### config.mk
export PLATFORM = sky130hd
export DESIGN_NAME = mult_operand_sequencer
export DESIGN_NICKNAME = d
export VERILOG_FILES = /design/src/rtl/mult_operand_sequencer.sv
export SDC_FILE = /design/constraint.sdc
export NUM_CORES = 1
export LEC_CHECK = 0
export ABC_AREA = 0
export CAP_MARGIN = 0
export CORE_ASPECT_RATIO = 1.25
export CORE_MARGIN = 5
export CORE_UTILIZATION = 45
export DETAILED_ROUTE_END_ITERATION = 12
export PLACE_DENSITY = 0.77
export SLEW_MARGIN = 20
export SYNTH_ARGS = -nofsm -noshare
export SYNTH_HDL_FRONTEND = slang
export SYNTH_SLANG_ARGS = --single-unit
export TNS_END_PERCENT = 10
### constraint.sdc
create_clock -name clk -period 2.8 [get_ports clk]
set_clock_uncertainty 0.2 [all_clocks]
set_input_delay 0.84 -clock clk [delete_from_list [all_inputs] [get_ports clk]]
set_output_delay 0.84 -clock clk [all_outputs]
set_load 0.005 [all_outputs]
### src/rtl/mult_operand_sequencer.sv
// Byte-serial operand loader and product unloader for the array multiplier core.
// Optional multiply-accumulate mode is enabled by defining MULT_ACCUM_EN.
module mult_operand_sequencer #(
  parameter int WIDTH   = 8,
  parameter int MUL_LAT = 0
) (
  input  logic                 clk,
  input  logic                 rst,
  input  logic [WIDTH-1:0]     in_data,
  input  logic                 in_valid,
  output logic                 in_ready,
  output logic [WIDTH-1:0]     op_a,
  output logic [WIDTH-1:0]     op_b,
  input  logic [2*WIDTH-1:0]   product,
  output logic [WIDTH-1:0]     out_data,
  output logic                 out_valid,
  input  logic                 out_ready,
  output logic                 busy
`ifdef MULT_ACCUM_EN
  ,
  input  logic                 acc_clr
`endif
);

  typedef enum logic [2:0] {
    LOAD_A = 3'd0,
    LOAD_B = 3'd1,
    CALC   = 3'd2,
    OUT_LO = 3'd3,
    OUT_HI = 3'd4
  } state_t;

  localparam logic [2:0] LP_LAT = 3'(MUL_LAT);

  state_t               r_state;
  logic [2:0]           r_cnt;
  logic [2*WIDTH-1:0]   r_result;
  logic [2*WIDTH-1:0]   w_cap;
  logic                 w_capture;

  assign w_capture = (r_state == CALC) && (r_cnt == LP_LAT);

`ifdef MULT_ACCUM_EN
  logic [2*WIDTH-1:0]   r_acc;

  // A same-edge clear wins, so the capture then sees the bare product.
  always_comb begin
    w_cap = product;
    if (acc_clr) begin
      w_cap = product;
    end else begin
      w_cap = r_acc + product;
    end
  end

  always_ff @(posedge clk or posedge rst) begin
    if (rst) begin
      r_acc <= {(2*WIDTH){1'b0}};
    end else if (acc_clr) begin
      r_acc <= {(2*WIDTH){1'b0}};
    end else if (w_capture) begin
      r_acc <= w_cap;
    end else begin
      r_acc <= r_acc;
    end
  end
`else
  always_comb begin
    w_cap = product;
  end
`endif

  // Handshake flags are set together with the next state so they never depend on same-cycle inputs.
  always_ff @(posedge clk or posedge rst) begin
    if (rst) begin
      r_state   <= LOAD_A;
      r_cnt     <= 3'd0;
      r_result  <= {(2*WIDTH){1'b0}};
      op_a      <= {WIDTH{1'b0}};
      op_b      <= {WIDTH{1'b0}};
      out_data  <= {WIDTH{1'b0}};
      in_ready  <= 1'b1;
      out_valid <= 1'b0;
      busy      <= 1'b0;
    end else begin
      case (r_state)
        LOAD_A: begin
          if (in_valid) begin
            op_a    <= in_data;
            r_state <= LOAD_B;
            busy    <= 1'b1;
          end
        end
        LOAD_B: begin
          if (in_valid) begin
            op_b     <= in_data;
            r_cnt    <= 3'd0;
            r_state  <= CALC;
            in_ready <= 1'b0;
          end
        end
        CALC: begin
          if (w_capture) begin
            r_result  <= w_cap;
            out_data  <= w_cap[WIDTH-1:0];
            out_valid <= 1'b1;
            r_state   <= OUT_LO;
          end else begin
            r_cnt <= r_cnt + 3'd1;
          end
        end
        OUT_LO: begin
          if (out_ready) begin
            out_data <= r_result[2*WIDTH-1:WIDTH];
            r_state  <= OUT_HI;
          end
        end
        OUT_HI: begin
          if (out_ready) begin
            out_valid <= 1'b0;
            in_ready  <= 1'b1;
            busy      <= 1'b0;
            r_state   <= LOAD_A;
          end
        end
        default: begin
          r_state   <= LOAD_A;
          in_ready  <= 1'b1;
          out_valid <= 1'b0;
          busy      <= 1'b0;
        end
      endcase
    end
  end

endmodule

* Yosys cells after proc, flatten, opt, wreduce, memory -nomap -nowiden *
Cells that the tools add are included.
W data, S select, Z words.

word-level totals
  bits in registers = 49
  output and inout bits = 27

cells by class
  equal/unequal tests = 10
  bitwise logic cells = 3
  multiplexer cells = 20
  add/sub/neg operators = 1
  reduce and logical (&&, ||, !) cells = 17

operators by type and width
  operator               count
  $mux W3                7
  $mux W8                2
  $pmux W8 S2            1
  $pmux W3 S5            1
  $reduce_and A3 Y1      5
  $ne A2 B2 Y1 const B   6
  $pmux W1 S3            3
  $reduce_or A3 Y1       3
  $eq A3 B2 Y1 const B   2
  $logic_not A3 Y1       2
  $pmux W3 S2            1
  $reduce_and A2 Y1      3
  $mux W1                5
  $reduce_and A5 Y1      1
  $reduce_bool A2 Y1     2
  $add A3 B1 Y3 const B  1
  $eq A3 B1 Y1 const B   1
  $eq A3 B3 Y1 const B   1
  $not A1 Y1             3
  $logic_and A1 B1 Y1    1

* Depth between registers and ports, before layout *
  depth after elaboration = 4
  depth in mapped cells = 7

* Least setup slack after synthesis *
OpenSTA, ideal clock, no wires.

  path kind = input to register
  start point = in in_valid
  end point = reg op_b[0]
  path buffers = 0
  data arrival time = 1.732 ns
  stages on the path = 4
  required time = 2.475 ns
  slack = 0.743 ns
  path through = nor2b_1 nand2_1 nor2_2 mux2_2

between the ends
  longest elaborated chain between the ends = 1

RTL lines
  element                             RTL line  text
  from (decl)                         10        input logic in_valid,
  $reduce_and A2 Y1 (no source line)  --
  to (signal assigned)                80        op_b <= {WIDTH{1'b0}};
  to (signal assigned)                96        op_b <= in_data;
  to (decl)                           13        output logic [WIDTH-1:0] op_b,

No other way between the ends.
A chain may end at the register's enable or synchronous reset.

* Worst setup path after layout *
  start point = in in_valid
  end point = reg op_a[6]

between the ends
  longest elaborated chain between the ends = 1

RTL lines
  element                             RTL line  text
  $reduce_and A2 Y1 (no source line)  --
  to (signal assigned)                79        op_a <= {WIDTH{1'b0}};
  to (signal assigned)                89        op_a <= in_data;
  to (decl)                           12        output logic [WIDTH-1:0] op_a,

No other way between the ends.

==> flow_summary.json <==
{
  "cp_max_fo": 8,
  "setup_viol": 0,
  "drt-total-wl_um": 4050,
  "period_minus_slack_ps": 2430,
  "cp_data_arrival_time_ps": 2410,
  "grt_pass1_vias": 1442,
  "root_buffer": "clkbuf_8",
  "crit_type": "input port to register",
  "routed.top_layer": "met4",
  "finalNonFillerCells": 259,
  "yosys.area.top_type": "dfrtp_1",
  "drc": 0,
  "syn_inst": 146,
  "synth_warnings": 0,
  "htree_levels": 2,
  "grt_pass1_wl_um": 6680,
  "wl_met3_um": 194,
  "syn_nets": 176,
  "antenna_found_initial": 0,
  "netlist_area_um2": 1800,
  "cp.required_ps": 2770,
  "drtIter0Drc": 92,
  "coreArea_um2": 3820,
  "overflow": 0,
  "synth_area_leaders": "dfrtp_1 56%, mux2_2 15%, mux2i_1 4.5%",
  "gp_congestion": 0.810,
  "portBuffers": 54,
  "clk_path_buf_depth": 2,
  "placed_area_um2": 2400,
  "drt_pass1_iterations": 4,
  "diodes": 0,
  "cts_resized": 0,
  "area_growth_pct": 39.2,
  "cts_hold_buf": 0,
  "ios": 55,
  "hold_ws_ps": 311,
  "final_area_um2": 2500,
  "ys_seq_area_frac": 0.571,
  "dieArea_um2": 5370,
  "wl_per_cell_um": 15.6,
  "status": "finished clean",
  "postCtsSetupRepairBufs": 0,
  "leakagePower_nw": 1.09,
  "antenna_left": 0,
  "avgSynthCellArea_um2": 12.3,
  "slew_viol_final": 0,
  "dieWidth_um": 66.6,
  "vias": 1302,
  "die_h_um": 80.7,
  "wl_met2_um": 2090,
  "ir_drop_mv": 0.523,
  "insertion_delay_ps": 290,
  "start_kind": "input port",
  "fmax_ghz": 0.411,
  "ys.flop_type": "dfrtp_1",
  "synth_edf_count": 0,
  "routedLengthMet1_um": 1670,
  "initial_core_util": 0.471,
  "rsz0062_at_grt": "false",
  "cts_tree": "done",
  "cts.sinks": 41,
  "async_flop_share": 1.00,
  "cts_buffers": 5,
  "period_share": 0.869,
  "max_slew_margin": 0.660,
  "vias_per_cell": 5.03,
  "dp.cells": 251,
  "setup_tns_ps": 0,
  "ys_types": 33,
  "synth_seq_cells": 41,
  "drv_cap": 0,
  "total_power_w": 0.00266,
  "hold_viol_final": 0,
  "synth.most_common_cell": "dfrtp_1",
  "grt_util_all_layers": 0.164,
  "clk_pin_slew_ps": 70,
  "hpwl_um": 2950,
  "rows": 25,
  "fin_nets": 234,
  "worst_pin_slew_ps": 509,
  "synth_top_area_frac": 0.556,
  "synth_commonest_cells": "40 x dfrtp_1, 24 x mux2_2, 13 x nor2_1",
  "r2r_setup_slack_ps": 750,
  "end_kind": "register",
  "powerDensity_nw_per_um2": 1060,
  "layout-drive-gt1-share": 0.200,
  "hp-class": "register to register",
  "grt_max_degree": 42
}
[worst max-delay path, stage by stage]
cell and delay [ps]:
clkdlybuf4s50_1 520, nor2b_1 240, and3_1 410, mux2_2 390
[per-stage QoR]
stage / setup WS (ps) / utilization
after CTS: 350 / 0.656
after global placement: 140 / 0.630
after detailed placement: 60.0 / 0.630
after global routing: 325 / 0.656
after floorplan: 743 / -
final: 366 / 0.656
[layer usage]
| metal | vias up | global-route usage |
|---|---|---|
| met2 | 40 | 0.283 |
| met3 | 8 | 0.0336 |
| li1 | 624 | - |
| met1 | 630 | 0.196 |
| met4 | 0 | 0.0671 |
| met5 | - | 0 |
[path summary, 6_finish.rpt]
check                               end         start  depth (start not counted)
max                             op_a[6]      in_valid                          4
min                        r_result[13]  r_result[13]                          1
max reg2reg                r_result[15]      r_cnt[0]                          5
min reg2reg                r_result[13]  r_result[13]                          1
max in group asynchronous      in_ready           rst                          3
min in group asynchronous       op_a[4]           rst                          3
[layout make-up]
cell class              instances  area, um^2
fillers                       311        1310
flip-flops and latches         41        1030
multi-input cells              92         709
repair buffers                 56         568
clock buffers                   7        96.3
well taps                      54        67.6
inverters                       8        30.0
clock inverters                 1        5.00
[registers in the layout, indices dropped and copies added (netlist names)]
signal / flops
op_a: 8
r_cnt: 3
in_ready: 1
out_valid: 1
busy: 1
op_b: 8
r_state: 3
r_result: 8
out_data: 8
[cells by family after synthesis]
| kind of cell | synth area share |
|---|---|
| flops | 0.571 |
| simple gates | 0.0883 |
| mux | 0.195 |
| compound gates | 0.0925 |
| buf+inv | 0.0348 |
| fa+ha+maj | 0.0139 |
| xor+xnor | 0.00487 |
[power by group]
part | internal [W] | switching, W | total, W | leakage [nW]
Combinational | 0.000716 | 0.000439 | 0.00116 | 0.557
Sequential | 0.000875 | 0.000214 | 0.00109 | 0.480
Clock | 0.000223 | 0.000190 | 0.000413 | 0.0542
Total | 0.00181 | 0.000843 | 0.00266 | 1.09
[layout by cell type (no fill, tap or decap), drive strengths merged]
cell and n:
clkdlybuf4s50 54, dfrtp 40, mux2 24, nor2 14, a21oi 13, inv 8, nand2 8, mux2i 8
clkbuf 7, nor2b 3, o31ai 3, nand3 2, o21ai 2, ha 2, buf 2, and3 1
or3b 1, nand2b 1, o41ai 1, nand3b 1, o31a 1, xor2 1, a311oi 1, nor3 1
nand4 1, o32ai 1, a32oi 1, o22ai 1, clkinv 1, dfstp 1
Note: power is estimated with default switching activity, not from simulation.
